### config.mk
export PLATFORM = sky130hd
export DESIGN_NAME = gold_scan_rx
export DESIGN_NICKNAME = d
export VERILOG_FILES = /design/src/rtl/gold_scan_rx.sv
export SDC_FILE = /design/constraint.sdc
export NUM_CORES = 1
export LEC_CHECK = 0
export ABC_AREA = 1
export BUFFER_PORTS_ARGS = -buffer_cell sky130_fd_sc_hd__buf_2
export CAP_MARGIN = 5
export CORE_MARGIN = 1
export CORE_UTILIZATION = 60
export CTS_BUF_LIST = sky130_fd_sc_hd__clkbuf_2
export DETAILED_ROUTE_END_ITERATION = 6
export GPL_TIMING_DRIVEN = 0
export PLACE_DENSITY = 0.87
export SYNTH_ARGS = -nofsm -noshare
export SYNTH_HDL_FRONTEND = slang
export SYNTH_SLANG_ARGS = --single-unit
### constraint.sdc
create_clock -name clk -period 2.3 [get_ports clk]
set_input_delay 0.115 -clock clk [delete_from_list [all_inputs] [get_ports clk]]
set_output_delay 0.115 -clock clk [all_outputs]
set_load 0.01 [all_outputs]
### src/rtl/gold_scan_rx.sv
// rtl/gold_scan_rx.sv - scan-frame receiver with synchronisers and a Gold-code bit-error checker
module gold_scan_rx #(
    parameter int WORD_W      = 8,
    parameter int SYNC_STAGES = 2,
    parameter int ERR_W       = 16
) (
    input  logic              clk,
    input  logic              rst,
    input  logic              scan_clk_in,
    input  logic              scan_en_in,
    input  logic              scan_data_in,
    input  logic              load_gold_n,
    output logic [WORD_W-1:0] word_out,
    output logic              word_valid,
    output logic              bit_err,
    output logic [ERR_W-1:0]  err_count,
    output logic              frame_abort
);
    localparam int CNT_W = (WORD_W > 2) ? $clog2(WORD_W) : 1;
    localparam logic [CNT_W-1:0] LAST_BIT = CNT_W'(WORD_W - 1);

    typedef enum logic [1:0] {IDLE, SHIFT, EMIT} state_t;

    state_t                 state_q, state_d;
    // Scan clock chain carries one extra flop holding the previous synchronised sample.
    logic [SYNC_STAGES:0]   sclk_sync_q, sclk_sync_d;
    logic [SYNC_STAGES-1:0] en_sync_q, en_sync_d;
    logic [SYNC_STAGES-1:0] dat_sync_q, dat_sync_d;
    logic [CNT_W-1:0]       cnt_q, cnt_d;
    logic [WORD_W-1:0]      shreg_q, shreg_d;
    logic [WORD_W-1:0]      word_out_q, word_out_d;
    logic                   bit_err_q, bit_err_d;
    logic                   abort_q, abort_d;
    logic [ERR_W-1:0]       err_q, err_d;
    logic [4:0]             lfsr_a_q, lfsr_a_d;
    logic [4:0]             lfsr_b_q, lfsr_b_d;

    logic sedge, scan_en_s, scan_dat_s, gold_bit, payload_bit;

    always_ff @(posedge clk) begin
        if (rst) begin
            state_q     <= IDLE;
            sclk_sync_q <= '0;
            en_sync_q   <= '0;
            dat_sync_q  <= '0;
            cnt_q       <= '0;
            shreg_q     <= '0;
            word_out_q  <= '0;
            bit_err_q   <= 1'b0;
            abort_q     <= 1'b0;
            err_q       <= '0;
            lfsr_a_q    <= 5'b00001;
            lfsr_b_q    <= 5'b00001;
        end else begin
            state_q     <= state_d;
            sclk_sync_q <= sclk_sync_d;
            en_sync_q   <= en_sync_d;
            dat_sync_q  <= dat_sync_d;
            cnt_q       <= cnt_d;
            shreg_q     <= shreg_d;
            word_out_q  <= word_out_d;
            bit_err_q   <= bit_err_d;
            abort_q     <= abort_d;
            err_q       <= err_d;
            lfsr_a_q    <= lfsr_a_d;
            lfsr_b_q    <= lfsr_b_d;
        end
    end

    always_comb begin
        sclk_sync_d = {sclk_sync_q[SYNC_STAGES-1:0], scan_clk_in};
        en_sync_d   = {en_sync_q[SYNC_STAGES-2:0], scan_en_in};
        dat_sync_d  = {dat_sync_q[SYNC_STAGES-2:0], scan_data_in};
        sedge       = sclk_sync_q[SYNC_STAGES-1] & ~sclk_sync_q[SYNC_STAGES];
        scan_en_s   = en_sync_q[SYNC_STAGES-1];
        scan_dat_s  = dat_sync_q[SYNC_STAGES-1];
        gold_bit    = lfsr_a_q[0] ^ lfsr_b_q[0];
        payload_bit = 1'b0;

        state_d    = state_q;
        cnt_d      = cnt_q;
        shreg_d    = shreg_q;
        word_out_d = word_out_q;
        abort_d    = 1'b0;

        case (state_q)
            SHIFT: begin
                if (sedge && scan_en_s) begin
                    cnt_d   = '0;
                    shreg_d = '0;
                    abort_d = 1'b1;
                end else if (sedge) begin
                    payload_bit = 1'b1;
                    shreg_d     = {shreg_q[WORD_W-2:0], scan_dat_s};
                    cnt_d       = cnt_q + CNT_W'(1);
                    if (cnt_q == LAST_BIT) begin
                        state_d    = EMIT;
                        word_out_d = shreg_d;
                    end
                end
            end
            default: begin
                // EMIT is a single cycle, so a sedge landing there behaves as in IDLE.
                if (state_q == EMIT) state_d = IDLE;
                if (sedge && scan_en_s) begin
                    state_d = SHIFT;
                    cnt_d   = '0;
                    shreg_d = '0;
                end
            end
        endcase

        bit_err_d = payload_bit & (scan_dat_s ^ gold_bit);

        lfsr_a_d = lfsr_a_q;
        lfsr_b_d = lfsr_b_q;
        if (!load_gold_n) begin
            lfsr_a_d = 5'b00001;
            lfsr_b_d = 5'b00001;
        end else if (payload_bit) begin
            lfsr_a_d = {lfsr_a_q[0] ^ lfsr_a_q[2], lfsr_a_q[4:1]};
            lfsr_b_d = {lfsr_b_q[0] ^ lfsr_b_q[1] ^ lfsr_b_q[2] ^ lfsr_b_q[3], lfsr_b_q[4:1]};
        end

        err_d = err_q;
        if (!load_gold_n) begin
            err_d = '0;
        end else if (bit_err_d && (err_q != {ERR_W{1'b1}})) begin
            err_d = err_q + ERR_W'(1);
        end
    end

    always_comb begin
        word_valid  = (state_q == EMIT);
        word_out    = word_out_q;
        bit_err     = bit_err_q;
        frame_abort = abort_q;
        err_count   = err_q;
    end
endmodule

Yosys cells after proc, flatten, opt, wreduce, memory -nomap -nowiden
Index checks and enable logic that the tools add are counted.
- bits in registers: 55
- bits in latches: 0
- RAM bits: 0
- bits in read-only memories: 0
- output and inout port bits: 27
- word-level logic and storage cells: 61
- memories: 0
- add/subtract/negate cells: 2
- multiply operators: 0
- divide/modulo/power cells: 0
- $lt $le $gt $ge: 0
- eq/ne operators: 7
- shifts and indexed selects: 0
- multiplexer cells: 18
- bitwise gates (word level): 12
- reductions and logical operators: 10
- operator list (cell ; number):
    two-way mux 7 bit ; 4
    adder 16 x 1 -> 16 bit (second input constant) ; 1
    inequality test 16 bit (second input constant) ; 1
    two-way mux 2 bit ; 6
    two-way mux 3 bit ; 4
    AND reduction 4 bit ; 2
    inequality test 2 bit (second input constant) ; 3
    bitwise XOR 1 bit ; 6
    two-way mux 1 bit ; 4
    NOT 1 bit ; 4
    nonzero test 2 bit ; 2
    OR reduction 2 bit ; 2
    adder 3 x 1 -> 3 bit (second input constant) ; 1
    equality test 3 bit (second input constant) ; 1
    nonzero test 3 bit ; 1
    bitwise AND 1 bit ; 2
    equality test 2 x 1 -> 1 bit (second input constant) ; 1
    equality test 2 bit (second input constant) ; 1
    logical AND 1 bit ; 2
    AND reduction 2 bit ; 1

Logic depth before layout (Yosys ltp)
Gate-level depths: netlist (run 1).
- word-level depth: 7
- mapped depth: 10
- depth with buffers taken out: 10

Worst setup path after synthesis (run 1)
OpenSTA, ideal clock, no wires.
- kind: register to register
- start: reg err_q[1] (netlist: err_count[1])
- end: reg err_q[15] (netlist: err_count[15])
- setup time: 116 ps
- arrival: 1427 ps
- required time: 2184 ps
- slack: 758 ps
- stages on the path, launching flop included: 10
- path buffers: 1
- period minus slack after synthesis: 1542 ps
- cells stage by stage: dfxtp_1 ha_1 nand2_1 nor2_2 nand2_2 nor2_4 nor2_4 buf_4 o21ai_0 nor2_1
- word-level cells in the longest chain between the ends: 2
- RTL lines (item ; line ; text):
    start, declared ; 34 ; logic [ERR_W-1:0] err_q, err_d;
    start signal, assigned ; 64 ; err_q <= err_d;
    parallel branches: the longest is 2 deep, another holds adder 16 x 1 -> 16 bit ; -- ;
Parallel ways; which one is timed is not known.
A chain may end at the register's enable or synchronous reset.

Worst setup path in the final report (run 1)
- start: reg err_q[0] (netlist: err_count[0])
- end: reg err_q[7] (netlist: err_count[7])
The elaborated chain is that of the path after synthesis.

==> reports/qor.yml, run 1 <==
run_status:
  outcome: "finished clean"
route:
  num_vias: 2166
  detail-route-antenna-nets: 0
  viasPerCell: 5.22
  wirelength_mm: 4.89
  drc: 0
  first_pass_iters: 4
  first_iter_violations: 176
  post_drt_wl_per_cell_um: 11.8
timing:
  setup-violations-final: 0
  drv_slew: 0
  post-route-period-util_pct: 74.8
  grt_setup_unrepaired: "false"
  fin_ws_ps: 579
  timing.fmax_mhz: 581
  tightestPinTransition_ps: 431
  max-slew-margin-rel_pct: 71.3
  finalClockSkew_ps: 11.9
  finalSetupTns_ps: 0
  finalHoldViolCount: 0
  period_needed_ps: 1720
worst_setup_path:
  crit_required_ps: 2720
  worstPathCellList: "ha_1 -> nand2_1 -> nor2_2 -> nand2_2 -> nor2_4 -> inv_2 -> nand2_4 -> buf_8 -> nand2_1 -> a21oi_2"
  endpoint_kind: "flip-flop"
  crit_top_cell: "nand2_1"
  cp.arrival_ps: 2140
  crit_path_start_kind: "flip-flop"
  worstPathMaxFanout: 10
  path_class: "flip-flop to flip-flop"
  slowest_delay_ps: 490
  cp_slowest_cell: "dfxtp_1"
logic_synthesis:
  async_reset_ff_share_pct: 0
  synth_edf_count: 0
  syn-cell-area_mm2: 0.00238
  netlist_top_cells_count: "nand2_1 (75), nor2_1 (59), dfxtp_1 (55)"
  synth.most_common_cell: "nand2_1"
  synth_fp_nets: 333
  synth_area_leaders: "dfxtp_1 (46%), nand2_1 (12%), nor2_1 (9.3%)"
  yosys.area.top_type_share_pct: 46.2
  yosysWarningCount: 0
  yosys_most_used_dff: "dfxtp_1"
  synth-seq-cells: 55
  synth.distinct_cells: 28
  avgSynthCellArea_um2: 7.35
  seq_area_frac_synth_pct: 46.2
  netlist_instances: 324
  yosys.area.top_type: "dfxtp_1"
finish:
  diodes: 0
  final_cell_area_mm2: 0.00271
  area_growth_pct: 13.8
  drive_above_1_share_pct: 17.7
  nets: 375
  post-route-util_pct: 72.4
  fillerInstances: 314
clock_network:
  cts_hold_buf: 4
  cts-resized-gates: 0
  cts_setup_buffers: 0
  htreeDepth: 2
  tritoncts: "built"
  clkTransAtPathRegs_ps: 270
  root_buffer: "clkbuf_2"
  cts_sinks: 55
  clk_latency_ps: 460
  cts_max_path_buffers: 2
  cts_buffers: 5
floorplanning:
  core-area_mm2: 0.00374
  die_w_um: 65.0
  num_io_pins: 33
  die_area_mm2: 0.00423
  rows: 22
  initial_core_util_pct: 63.6
  die_y_um: 65.0
placed_design:
  gp_congestion: 0.909
  portBuffers: 31
  place_area_mm2: 0.00260
  dp_slack_ps: 650
  place_hpwl_mm: 3.53
global_routing:
  grt_pass1_vias: 1960
  grt_max_degree: 19
  grt_pass1_wl_mm: 8.43
  grt_usage_pct: 25.9
  overflow: 0
  grt_antenna_before_repair: 0
pwr:
  ir_worst_vdd_mv: 0.418
  power.leakage_uw: 0.00113
  power.density_mw_per_mm2: 560
hold_path:
  hold_path_class: "primary input to flip-flop"
run:
  drv_cap: 0
[final cells by class]
type / count / area, um2 / share of cell area (%)
flip-flops and latches: 55 / 1100 / 40.6
multi-input cells: 231 / 1120 / 41.3
plain buffers: 8 / 48.8 / 1.80
clock buffers: 5 / 25.0 / 0.923
clock inverters: 3 / 47.5 / 1.75
well taps: 48 / 60.1 / 2.22
inverters: 30 / 113 / 4.16
repair buffers: 35 / 195 / 7.20
[worst max-delay path: cells and delay by family, from the launching register on]
| family | cells | cell delay (ps) |
|---|---|---|
| flip-flops | 1 | 490 |
| buffers and inverters | 2 | 200 |
| AO/OA/AOI/OAI | 1 | 110 |
| AND/OR/NAND/NOR | 6 | 650 |
| adder cells (fa/ha/maj) | 1 | 230 |
[flip-flops by register name, summed over array words and instances (netlist names)]
signal,cells
sclk_sync_q,3
lfsr_b_q,5
cnt_q,3
word_out,8
dat_sync_q,2
shreg_q,7
bit_err,1
err_count,16
frame_abort,1
lfsr_a_q,5
en_sync_q,2
state_q,2
[placed cells by master, fill, tap and decap left out, drive strengths merged]
| cell type | synthesis | final |
|---|---|---|
| xor2 | 4 | 4 |
| a211oi | 3 | 3 |
| xnor2 | 7 | 7 |
| nand2 | 80 | 80 |
| dfxtp | 55 | 55 |
| inv | 28 | 29 |
| clkinv | 2 | 3 |
| dlygate4sd3 | 0 | 4 |
| ha | 3 | 3 |
| o21bai | 1 | 1 |
| o211ai | 2 | 2 |
| o21ai | 22 | 22 |
| clkbuf | 3 | 8 |
| buf | 5 | 36 |
| a21oi | 26 | 26 |
| nor2 | 65 | 65 |
| bufinv | 0 | 1 |
| nor3 | 1 | 1 |
| nand3 | 12 | 12 |
| nand4 | 5 | 5 |
[through the flow]
stage	std cells	total power (uW)	hold slack, ps
final	415	1520	124
after global routing	415	1570	146
after CTS	415	1520	110
after detailed placement	403	1020	323
after global placement	403	1020	314
after floorplan	324	1010	222
[power by group]
group | total [uW] | switching [uW] | internal, uW | leakage [uW]
registers | 966 | 3.05 | 963 | 0.000444
logic | 41.1 | 26.3 | 14.8 | 0.000644
clock network | 510 | 319 | 190 | 0.0000436
total | 1520 | 349 | 1170 | 0.00113
[worst paths after layout]
check                                               start                        end  slack [ps]  depth (start not counted)
worst max-delay path            err_count[0]$_SDFFE_PP0P_  err_count[7]$_SDFFE_PP0P_         580                         10
worst max register to register  err_count[0]$_SDFFE_PP0P_  err_count[7]$_SDFFE_PP0P_         580                         10
worst min register to register   dat_sync_q[0]$_SDFF_PP0_   dat_sync_q[1]$_SDFF_PP0_         420                          2
worst min-delay path                          load_gold_n  err_count[7]$_SDFFE_PP0P_         120                          3
[logic make-up after synthesis]
logic type | share of synthesized area (%)
buffers and inverters | 6.78
and+or+nand+nor | 29.1
adders and majority gates | 1.58
xor gates and xnor gates | 4.04
AOI/OAI and AO/OA | 12.3
DFF | 46.2
[per-layer routing]
metal / GRT usage (%) / vias to the layer above / wire, um
met2: 41.8 / 60 / 2290
met3: 4.58 / 7 / 270
met1: 33.2 / 984 / 2260
met5: 0 / - / 0
met4: 12.2 / 0 / 67
li1: - / 1115 / -
Note: power is estimated with default switching activity, not from simulation.
==> run 2: changes to the inputs <==
--- a/config.mk
+++ b/config.mk
@@ -9,11 +9,11 @@
 export BUFFER_PORTS_ARGS = -buffer_cell sky130_fd_sc_hd__buf_2
 export CAP_MARGIN = 5
 export CORE_MARGIN = 1
-export CORE_UTILIZATION = 60
+export CORE_UTILIZATION = 59
 export CTS_BUF_LIST = sky130_fd_sc_hd__clkbuf_2
 export DETAILED_ROUTE_END_ITERATION = 6
 export GPL_TIMING_DRIVEN = 0
-export PLACE_DENSITY = 0.87
+export PLACE_DENSITY = 0.86
 export SYNTH_ARGS = -nofsm -noshare
 export SYNTH_HDL_FRONTEND = slang
 export SYNTH_SLANG_ARGS = --single-unit
==> constraint.sdc (replaced) <==
create_clock -name clk -period 1.7 [get_ports clk]
set_input_delay 0.085 -clock clk [delete_from_list [all_inputs] [get_ports clk]]
set_output_delay 0.085 -clock clk [all_outputs]
set_load 0.01 [all_outputs]
==> run 2 against run 1 <==
Against the previous run:
- first-iteration DRC count down 1.1%
- routed wire length grew 0.67%
- combinational power rose by 35%
- register-to-register slack worse by 450 ps
- die area grew 1.7%
- total power up 23%
- clock power is 1% lower
- cell area up 0.78%
- global-route usage fell by 0.73 points
- critical endpoint is now err_count[11]$_SDFFE_PP0P_
==> reports/qor.yml, run 2 (synthesis results as in run 1) <==
floorplanning:
  core-area_mm2: 0.00377
  die_area_mm2: 0.00430
  die_y_um: 65.5
  rows: 22
  die_w_um: 65.5
  num_io_pins: 33
  initial_core_util_pct: 63.2
finish:
  layout_commonest_cell: "nand2_1"
  area_growth_pct: 14.7
  final_cell_mix: "nand2_1 (75), nor2_1 (59), dfxtp_1 (51), buf_2 (34), a21oi_1 (24)"
  nets: 378
  largest_reg_flops: 16
  drive_above_1_share_pct: 19.7
  fillerInstances: 285
  diodes: 0
timing:
  post-route-period-util_pct: 92.4
  drv_slew: 0
  timing.fmax_mhz: 637
  grt_setup_unrepaired: "false"
  tightestPinTransition_ps: 501
  period_needed_ps: 1570
  max-slew-margin-rel_pct: 66.6
  finalClockSkew_ps: 21.1
  finalHoldViolCount: 0
  setup-violations-final: 0
  finalSetupTns_ps: 0
global_routing:
  grt_antenna_before_repair: 0
  overflow: 0
  grt_usage_pct: 25.1
  grt_pass1_wl_mm: 8.21
  grt_pass1_vias: 1818
  grt_max_degree: 16
worst_setup_path:
  crit_required_ps: 2100
  endpoint_kind: "flip-flop"
  r2r_cells: 10
  r2r_slack_ps: 130
  r2r_start: "err_count[0]$_SDFFE_PP0P_"
  cp.arrival_ps: 1970
  path_class: "flip-flop to flip-flop"
  r2r-end: "err_count[11]$_SDFFE_PP0P_"
  worstPathMaxFanout: 10
  crit_path_start_kind: "flip-flop"
hold_path:
  hold_path_class: "primary input to flip-flop"
  min_to: "err_count[8]$_SDFFE_PP0P_"
  hold_depth: 3
  min-delay-start: "load_gold_n"
placed_design:
  place_hpwl_mm: 3.39
  portBuffers: 31
  gp_congestion: 0.857
route:
  detail-route-antenna-nets: 0
  viasPerCell: 5.13
  wirelength_mm: 4.93
  drc: 0
  post_drt_wl_per_cell_um: 11.8
  first_iter_violations: 174
  first_pass_iters: 4
  num_vias: 2146
clock_network:
  cts_buffers: 5
  cts_max_path_buffers: 2
  root_buffer: "clkbuf_2"
  tritoncts: "built"
  clkTransAtPathRegs_ps: 260
  clk_latency_ps: 450
  htreeDepth: 2
  cts_sinks: 55
pwr:
  p_total_uw: 1860
  power.leakage_uw: 0.00115
  ir_worst_vdd_mv: 0.468
  power.density_mw_per_mm2: 682
run:
  drv_cap: 0
run_status:
  outcome: "finished clean"
[run 2: cell count changes in the layout (fill, tap and decap cells not counted), sizes merged]
cell / delta
inv: -1
buf: +3
clkbuf: +2
bufinv: -1
[run 2: stage by stage]
stage / setup slack, ps / util [%] / cells / hold WS, ps / area, um2
6_report: 129 / 72.4 / 418 / 102 / 2730
5_1_grt: 1.92 / 72.4 / 418 / 121 / 2730
4_1_cts: 10.9 / 71.1 / 415 / 108 / 2680
3_5_place_dp: 47.4 / 68.9 / 403 / 296 / 2600
3_3_place_gp: 69.8 / 68.9 / 403 / 287 / 2600
2_1_floorplan: 158 / - / 324 / 192 / 2380
[run 2: worst max-delay path, stage by stage (launching register included)]
cell,delay [ps]
dfxtp_4,430
ha_4,150
nand2_1,70
nor2_2,170
nand2_4,90
nor2_4,120
inv_2,60
nand2_4,100
buf_8,140
nand2_1,50
a21oi_1,120
[run 2: what timing repair did]
action                     4_1_cts  5_1_grt
buffers inserted                 0        3
gates resized for setup          3        7
hold endpoints to repair        11        0
hold buffers                     4        0
pin swaps                        0        3
setup endpoints to repair        6       16
[run 2: metal layers]
metal / wire [um] / vias to the layer above / track usage [%]
li1: - / 1120 / -
met1: 2340 / 963 / 34.9
met2: 2270 / 56 / 39.0
met3: 246 / 7 / 4.17
met4: 71 / 0 / 8.97
met5: 0 / - / 0
[run 2: worst max path at each step]
stage	from	end	cells past startpoint
floorplan	err_count[1]$_SDFFE_PP0P_	err_count[15]$_SDFFE_PP0P_	9
global placement	err_count[0]$_SDFFE_PP0P_	err_count[15]$_SDFFE_PP0P_	9
detailed placement	err_count[0]$_SDFFE_PP0P_	err_count[15]$_SDFFE_PP0P_	9
CTS	err_count[0]$_SDFFE_PP0P_	err_count[7]$_SDFFE_PP0P_	10
global route	state_q[1]$_SDFFE_PP0P_	err_count[2]$_SDFFE_PP0P_	8
finish	err_count[0]$_SDFFE_PP0P_	err_count[11]$_SDFFE_PP0P_	10
[run 2: cell type report]
| class | count | area, um2 | share of cell area, % |
|---|---|---|---|
| clock inverter | 1 | 5.00 | 0.183 |
| multi-input combinational | 231 | 1140 | 41.6 |
| clock buffer | 7 | 35.0 | 1.28 |
| tap | 48 | 60.1 | 2.20 |
| sequential | 55 | 1110 | 40.7 |
| inverter | 30 | 113 | 4.12 |
| buffer | 8 | 52.6 | 1.92 |
| timing repair buffer | 38 | 218 | 7.97 |
[run 2: where the power goes]
group	leakage [uW]	internal, uW	switching (uW)
combinational	0.000672	20.0	35.6
clock	0.0000330	112	392
sequential	0.000447	1300	4.00
total	0.00115	1430	432
